===== src/rtl/ports_serializer_pkg.sv =====
// Shared types and helpers for the ports serializer: FSM state encoding,
// counter sizing and the even-parity function used when PORTS_SER_PARITY_EN is set.
package ports_ser_pkg;

  typedef enum logic [1:0] {
    IDLE  = 2'd0,
    SHIFT = 2'd1,
    GAP   = 2'd2
  } ser_state_t;

  // Wide enough for WIDTH itself, which the parity-extended frame needs.
  function automatic int cnt_width(input int w);
    return $clog2(w + 1);
  endfunction

  function automatic int gap_width(input int g);
    return (g < 1) ? 1 : $clog2(g + 1);
  endfunction

  function automatic logic even_parity(input logic [31:0] d);
    return ^d;
  endfunction

endpackage


===== src/rtl/ports_serializer_if.sv =====
// Parallel word handshake into the serializer: the producer drives data/valid,
// the serializer answers with ready.
interface ports_ser_if #(
  parameter int WIDTH = 8
);

  logic [WIDTH-1:0] in_data;
  logic             in_valid;
  logic             in_ready;

  modport master (
    output in_data,
    output in_valid,
    input  in_ready
  );

  modport slave (
    input  in_data,
    input  in_valid,
    output in_ready
  );

endinterface


===== src/rtl/ports_serializer_shreg.sv =====
// Left-shifting register with parallel load; load takes priority over shift
// and the MSB is the bit currently on the serial line.
module ports_ser_shreg #(
  parameter int W = 8
) (
  input  logic         clk,
  input  logic         rstn,
  input  logic         load,
  input  logic         shift,
  input  logic [W-1:0] load_data,
  output logic         msb
);

  logic [W-1:0] shreg;

  always_ff @(posedge clk) begin
    if (!rstn) begin
      shreg <= '0;
    end else if (load) begin
      shreg <= load_data;
    end else if (shift) begin
      shreg <= {shreg[W-2:0], 1'b0};
    end
  end

  assign msb = shreg[W-1];

endmodule


===== src/rtl/ports_serializer.sv =====
// Parallel-to-serial feeder: accepts a WIDTH-bit word and emits it MSB-first
// with frame/last strobes. Define PORTS_SER_PARITY_EN to append an even-parity bit.
module ports_serializer
  import ports_ser_pkg::*;
#(
  parameter int WIDTH    = 8,
  parameter int IDLE_GAP = 1
) (
  input  logic           clk,
  input  logic           rstn,
  ports_ser_if.slave     in_if,
  output logic           out_bit,
  output logic           out_frame,
  output logic           out_last,
  output logic           busy
);

`ifdef PORTS_SER_PARITY_EN
  localparam int FRAME_LEN = WIDTH + 1;
`else
  localparam int FRAME_LEN = WIDTH;
`endif

  localparam int CW = cnt_width(WIDTH);
  localparam int GW = gap_width(IDLE_GAP);
  localparam logic [CW-1:0] CNT_LOAD = CW'(FRAME_LEN - 1);
  localparam logic [GW-1:0] GAP_LOAD = GW'((IDLE_GAP > 0) ? IDLE_GAP - 1 : 0);

  ser_state_t           state;
  logic [CW-1:0]        cnt;
  logic [GW-1:0]        gap_cnt;
  logic                 accept;
  logic                 shreg_msb;
  logic [FRAME_LEN-1:0] load_word;

  assign in_if.in_ready = (state == IDLE);
  assign accept         = in_if.in_valid && (state == IDLE);

  // With parity enabled the parity bit rides in the LSB and reaches the MSB last.
`ifdef PORTS_SER_PARITY_EN
  assign load_word = {in_if.in_data, even_parity(32'(in_if.in_data))};
`else
  assign load_word = in_if.in_data;
`endif

  ports_ser_shreg #(
    .W (FRAME_LEN)
  ) u_shreg (
    .clk       (clk),
    .rstn      (rstn),
    .load      (accept),
    .shift     (state == SHIFT),
    .load_data (load_word),
    .msb       (shreg_msb)
  );

  assign out_bit = out_frame & shreg_msb;

  // Strobes are registered one step ahead so they line up with the bit the
  // shift register presents in the same cycle.
  always_ff @(posedge clk) begin
    if (!rstn) begin
      state     <= IDLE;
      cnt       <= '0;
      gap_cnt   <= '0;
      out_frame <= 1'b0;
      out_last  <= 1'b0;
      busy      <= 1'b0;
    end else begin
      case (state)
        IDLE: begin
          if (in_if.in_valid) begin
            state     <= SHIFT;
            cnt       <= CNT_LOAD;
            out_frame <= 1'b1;
            out_last  <= 1'b0;
            busy      <= 1'b1;
          end
        end
        SHIFT: begin
          if (cnt == '0) begin
            out_frame <= 1'b0;
            out_last  <= 1'b0;
            if (IDLE_GAP > 0) begin
              state   <= GAP;
              gap_cnt <= GAP_LOAD;
            end else begin
              state <= IDLE;
              busy  <= 1'b0;
            end
          end else begin
            cnt      <= cnt - CW'(1);
            out_last <= (cnt == CW'(1));
          end
        end
        GAP: begin
          if (gap_cnt == '0) begin
            state <= IDLE;
            busy  <= 1'b0;
          end else begin
            gap_cnt <= gap_cnt - GW'(1);
          end
        end
        default: begin
          state     <= IDLE;
          out_frame <= 1'b0;
          out_last  <= 1'b0;
          busy      <= 1'b0;
        end
      endcase
    end
  end

endmodule

===== src/flat_wrapper.sv =====
// flat-port wrapper written by rule: the top's interface ports become plain ports
module ports_serializer_flat import ports_ser_pkg::*;
#(
  parameter int WIDTH    = 8,
  parameter int IDLE_GAP = 1
)
  (clk, rstn, out_bit, out_frame, out_last, busy, in_if_in_data, in_if_in_valid, in_if_in_ready);
  ports_ser_if #(.WIDTH(WIDTH)) in_if_i ();
  input  logic clk;
  input  logic rstn;
  output logic out_bit;
  output logic out_frame;
  output logic out_last;
  output logic busy;
  input wire logic [$bits(in_if_i.in_data)-1:0] in_if_in_data;
  input wire logic [$bits(in_if_i.in_valid)-1:0] in_if_in_valid;
  output wire logic [$bits(in_if_i.in_ready)-1:0] in_if_in_ready;
  assign in_if_i.in_data = in_if_in_data;
  assign in_if_i.in_valid = in_if_in_valid;
  assign in_if_in_ready = in_if_i.in_ready;
  ports_serializer #(.WIDTH(WIDTH), .IDLE_GAP(IDLE_GAP)) u_core (.clk(clk), .rstn(rstn), .in_if(in_if_i), .out_bit(out_bit), .out_frame(out_frame), .out_last(out_last), .busy(busy));
endmodule

===== config.mk =====
export PLATFORM = sky130hd
export DESIGN_NAME = ports_serializer_flat
export DESIGN_NICKNAME = d
export VERILOG_FILES = /design/src/rtl/ports_serializer_pkg.sv /design/src/rtl/ports_serializer_if.sv /design/src/rtl/ports_serializer_shreg.sv /design/src/rtl/ports_serializer.sv /design/src/flat_wrapper.sv
export SDC_FILE = /design/constraint.sdc
export NUM_CORES = 1
export LEC_CHECK = 0
export CORE_AREA = 2 2 40 42
export CTS_CLUSTER_DIAMETER = 150
export DETAILED_ROUTE_END_ITERATION = 10
export DIE_AREA = 0 0 42 44
export DONT_BUFFER_PORTS = 1
export GPL_TIMING_DRIVEN = 0
export HOLD_SLACK_MARGIN = 0.05
export PLACE_DENSITY_LB_ADDON = 0.25
export SLEW_MARGIN = 40
export SYNTH_ARGS = -nofsm -noshare
export SYNTH_HDL_FRONTEND = slang
export SYNTH_SLANG_ARGS = --single-unit

===== constraint.sdc =====
create_clock -name clk -period 2.2 [get_ports clk]
set_input_delay 0.22 -clock clk [delete_from_list [all_inputs] [get_ports clk]]
set_output_delay 0.22 -clock clk [all_outputs]
set_load 0.01 [all_outputs]

# Word-level counts from Yosys, hierarchy flattened
# Cells that the tools add are included.
# W data, S select, Z words.
# word_totals
register_bits,18
wordCells,50
# op_classes
add_sub_neg,2
eq_ne,7
muxes,19
bitwise_logic,3
n_reduce_logical,12
# op_table
op,n
$mux W8,2
$reduce_and A3 Y1,4
$pmux W1 S3,3
$mux W4,2
$pmux W4 S2,1
$mux W1,6
$mux W2,3
$ne A2 B2 Y1 const B,3
$pmux W2 S3,1
$reduce_bool A2 Y1,3
$eq A4 B1 Y1 const B,1
$logic_not A4 Y1,1
$reduce_and A2 Y1,2
$sub A4 B1 Y4 const B,1
$eq A2 B1 Y1 const B,1
$eq A2 B2 Y1 const B,1
$logic_not A2 Y1,1
$ne A2 B1 Y1 const B,1
$not A1 Y1,2
$pmux W1 S2,1
$and A1 B1 Y1,1
$logic_and A1 B1 Y1,1
$sub A1 B1 Y1 const B,1

# Depth between registers and ports, before layout
# depth
ltp_word,3
mapped_depth,5
mapped_depth_nobuf,5

# Cells and area by module
# Synthesis repeated with hierarchy kept, for this count alone.
# unflattened
cells_unflattened,81
hier_area_um2,854.6
# modules_own_cells
mod,instances,cells_per_inst,area_each_um2,seq_area_each_um2
ports_serializer,1,46,435.4,180.2
ports_ser_shreg,1,35,419.2,160.2

# Worst setup path before layout
# No wires, ideal clock.
# synth_timing
kind,reg2reg
start,reg u_core.cnt[0]
end,reg u_core.cnt[0]
setup_time_ns,0.128
t_arrival_ns,1.255
required_ns,2.072
setup_slack_ns,0.817
stages_incl_launch_ff,6
path_cell_list,dfxtp_1 inv_1 ha_1 or3b_2 nand2_1 a31oi_2
# synth_via
elab_chain_len,3
elab_cells_between_ends,6
classes_between,add/sub: 1; eq/ne: 1; mux: 2; reduce/logical: 2
# synth_lines
item,line_no,rtl
start: declaration,ports_serializer.sv:30,logic [CW-1:0] cnt;
start signal: assignment,ports_serializer.sv:92,cnt <= cnt - CW'(1);
$sub A4 B1 Y4 / $logic_not A4 Y1 (equally long branches),"ports_serializer.sv:92, ports_serializer.sv:81",
$mux W4 / $ne A2 B2 Y1 (equally long branches),--,
$pmux W4 S2 / $reduce_and A3 Y1 (equally long branches),--,
# Several ways; a longest one is shown, not always the timed one. The select of a mux whose other input is x is not followed.
# A chain may end at the register's enable or synchronous reset.

# Final worst setup path
# Same ends and word-level chain as after synthesis.

==> impl_metrics.tcl <==
set metrics [dict create \
    status "completed" \
    antenna_found_initial 0 \
    post-route-period-util 0.687 \
    fp.coreArea_sq_mm 0.00142 \
    initial_core_util 0.579 \
    rrSetupSlack_ns 0.69 \
    drc_errors 0 \
    synth-xor-area-share 0 \
    maxCapViolCount 0 \
    cts-resized-gates 0 \
    cts_buffers 3 \
    reg2reg_to "u_core.cnt[0]$_SDFFE_PN0P_" \
    cts.sink_count 17 \
    crit_type "reg -> reg" \
    post-cts-setup-buffers 0 \
    slowest_stage "or3b_2" \
    yosys-top-cells-area "dfxtp_1, nand2_1, a31oi_1, o21ai_0, nand2b_1" \
    antennaDiodeCount 0 \
    dp_cells 109 \
    die_h_microns 44 \
    drv_slew 0 \
    layout-drive-gt1-share 0.122 \
    worstMarginPinSlew_ns 0.424 \
    slowest_delay_ns 0.50 \
    fin_crit_ns 1.51 \
    first_pass_iters 4 \
    area_growth_pct 6.85 \
    power.share.switching 0.294 \
    rr_worst_depth 5 \
    final.setup.tns_ns 0 \
    wl_mm 1.50 \
    synthTopCellsByCount "dfxtp_1, nand2_1, o21ai_0" \
    route.detailed.wl_per_inst_microns 13.2 \
    hold_violations 0 \
    place_congestion 0.820 \
    synth_ff_type "dfxtp_1" \
    required_ns 2.37 \
    worstSetupEndpointType "flop" \
    stdcell_count 114 \
    ys_async_sr_fraction 0 \
    drt-initial-drc-count 13 \
    hp-start "in_if_in_data[0]" \
    setup_violations 0 \
    grt_max_degree 11 \
    globalRouteOverflowTotal 0 \
    yosysTopAreaCell "dfxtp_1" \
    grt_pass1_vias 633 \
    clk_pin_slew_worst_paths_ns 0.10 \
    die_x_microns 42 \
    grt_util_all_layers 0.193 \
    synth_compound_area_frac 0.218 \
    avgSynthCellArea_sq_um 8.84 \
    synth_top_family_by_area "simple AND/OR/NAND/NOR gates" \
    syn-num-nets 106 \
    core.rowCount 14 \
    htree_levels 1 \
    hold_path_class "in -> reg" \
    grt_setup_unrepaired "false" \
    r2r_start "u_core.cnt[0]$_SDFFE_PN0P_" \
    p_int_w 0.000478 \
    synth_edf_count 0 \
    ioPinCount 16 \
    ant_nets 0 \
    clk_path_buf_depth 2 \
    vias 662 \
    p_switching_w 0.000199 \
    cts_tree "done" \
    synth_top_area_share 0.414 \
    port_buffers 0 \
    p_comb_frac 0.217 \
    grt_pass1_wl_mm 2.70 \
    nNetsFinal 112 \
    hold_path_depth 2 \
    crit_chain "inv_1 > ha_1 > or3b_2 > nand2_1 > a31oi_2" \
    cts_root_buf "clkbuf_4" \
    detailed_place_hpwl_mm 1.06 \
    cp_top_family "simple AND/OR/NAND/NOR gates" \
    ir_drop_uv 539 \
    power.density_mw_per_mm2 770 \
    path_max_fanout 4 \
    syn_area_sq_um 822 \
    slew_headroom 0.717 \
    muxShareOfSynthArea 0.0122 \
    clockPowerShare 0.248 \
    max_freq_ghz 0.661 \
    hold_path_end "u_core.u_shreg.shreg[0]$_SDFFE_PN0P_" \
    finClkSkew_ns 0.00733 \
    synth_seq_cells 17 \
    synth-simple-area-share 0.266 \
    yosysSeqAreaShare 0.414 \
    startpoint_type "flop" \
    synth.distinct_cells 32 \
    share_seq_of_total_power 0.535 \
    routed_via_density 5.81 \
    power.leakage_nw 0.336 \
    worst-path-buf-inv 1 \
    clock_latency_ns 0.29 \
    synth-adder-area-share 0.0304 \
    synth_most_common_cell "dfxtp_1" \
    yosysWarnings 0 \
    dieArea_sq_mm 0.00185 \
    worst-endpoint-arrival_ns 1.69 \
    synthCells 93 \
]
==> worst reg2reg max path, delay by kind of cell, from the launching register on <==
kind                       cells  cell delay, ns
and+or+nand+nor                2            0.64
DFF                            1            0.34
adders and majority gates      1            0.21
buffers and inverters          1            0.12
AOI/OAI and AO/OA              1            0.10
==> placed cells by master, fill, tap and decap left out, types with 3 or more instances in the layout <==
| cell type | n |
|---|---|
| a21boi_0 | 3 |
| o21ai_0 | 8 |
| clkbuf_4 | 3 |
| nand2b_1 | 5 |
| nand3_1 | 3 |
| nor2_1 | 3 |
| nand2_1 | 16 |
| dfxtp_1 | 17 |
| a31oi_1 | 7 |
==> state kept, by name, indices dropped and copies added (netlist names) <==
name / flops
u_core.out_frame: 1
u_core.u_shreg.shreg: 8
u_core.out_last: 1
u_core.cnt: 4
u_core.state: 2
u_core.busy: 1
==> metal layers <==
metal	track usage	part of all wire	vias up	wire [microns]
met3	0.0417	0.049	2	74
met4	0.0774	0.012	0	18
met2	0.331	0.48	16	718
li1	-	-	341	-
met1	0.237	0.46	303	689
met5	0	0	-	0
==> logic make-up (layout without fill, tap and decap cells) <==
| family | after synthesis | count (layout) |
|---|---|---|
| AND/OR/NAND/NOR | 39 | 39 |
| AO/OA/AOI/OAI | 27 | 27 |
| flip-flops | 17 | 17 |
| buffers and inverters | 7 | 12 |
| adder cells (fa/ha/maj) | 2 | 2 |
| multiplexers | 1 | 1 |
==> power by group through the flow <==
stage	Clock [W]	Sequential (W)	Combinational, W
global placement	0	0.000367	0.000142
CTS	0.000175	0.000362	0.000148
detailed placement	0	0.000369	0.000146
global route	0.000186	0.000366	0.000169
finish	0.000168	0.000362	0.000147
floorplan	0	0.000363	0.000123
==> through the flow <==
step,area (sq um),hold slack (ns),worst slack [ns],total power (W),util
after floorplan,822,0.358,0.817,0.000486,-
after global placement,842,0.365,0.734,0.000509,0.593
after detailed placement,842,0.368,0.716,0.000515,0.593
after CTS,878,0.0551,0.695,0.000685,0.619
after global routing,878,0.0617,0.579,0.000721,0.619
final,878,0.0650,0.688,0.000677,0.619
==> layout make-up <==
class | instances | area [sq um]
fillers | 129 | 541
multi-input cells | 69 | 433
flip-flops and latches | 17 | 340
plain buffers | 5 | 41.3
clock buffers | 4 | 26.3
well taps | 16 | 20.0
repair buffers | 1 | 10.0
inverters | 2 | 7.51
==> how the worst max path moves through the flow <==
stage	slack (ns)	cells after the start	endpoint	from
2_1_floorplan	0.82	5	u_core.cnt[0]$_SDFFE_PN0P_	u_core.cnt[0]$_SDFFE_PN0P_
3_3_place_gp	0.73	5	u_core.cnt[0]$_SDFFE_PN0P_	u_core.cnt[0]$_SDFFE_PN0P_
3_5_place_dp	0.72	5	u_core.cnt[0]$_SDFFE_PN0P_	u_core.cnt[0]$_SDFFE_PN0P_
4_1_cts	0.70	5	u_core.cnt[3]$_SDFFE_PN0P_	u_core.cnt[0]$_SDFFE_PN0P_
5_1_grt	0.58	5	u_core.cnt[3]$_SDFFE_PN0P_	u_core.cnt[0]$_SDFFE_PN0P_
6_report	0.69	5	u_core.cnt[0]$_SDFFE_PN0P_	u_core.cnt[0]$_SDFFE_PN0P_
==> timing repair <==
action / CTS / global route
hold endpoints to repair: 2 / 0
endpoints found under the setup margin: 0 / 0
hold buffers: 1 / 0
Power figures use the tool's default switching activity.
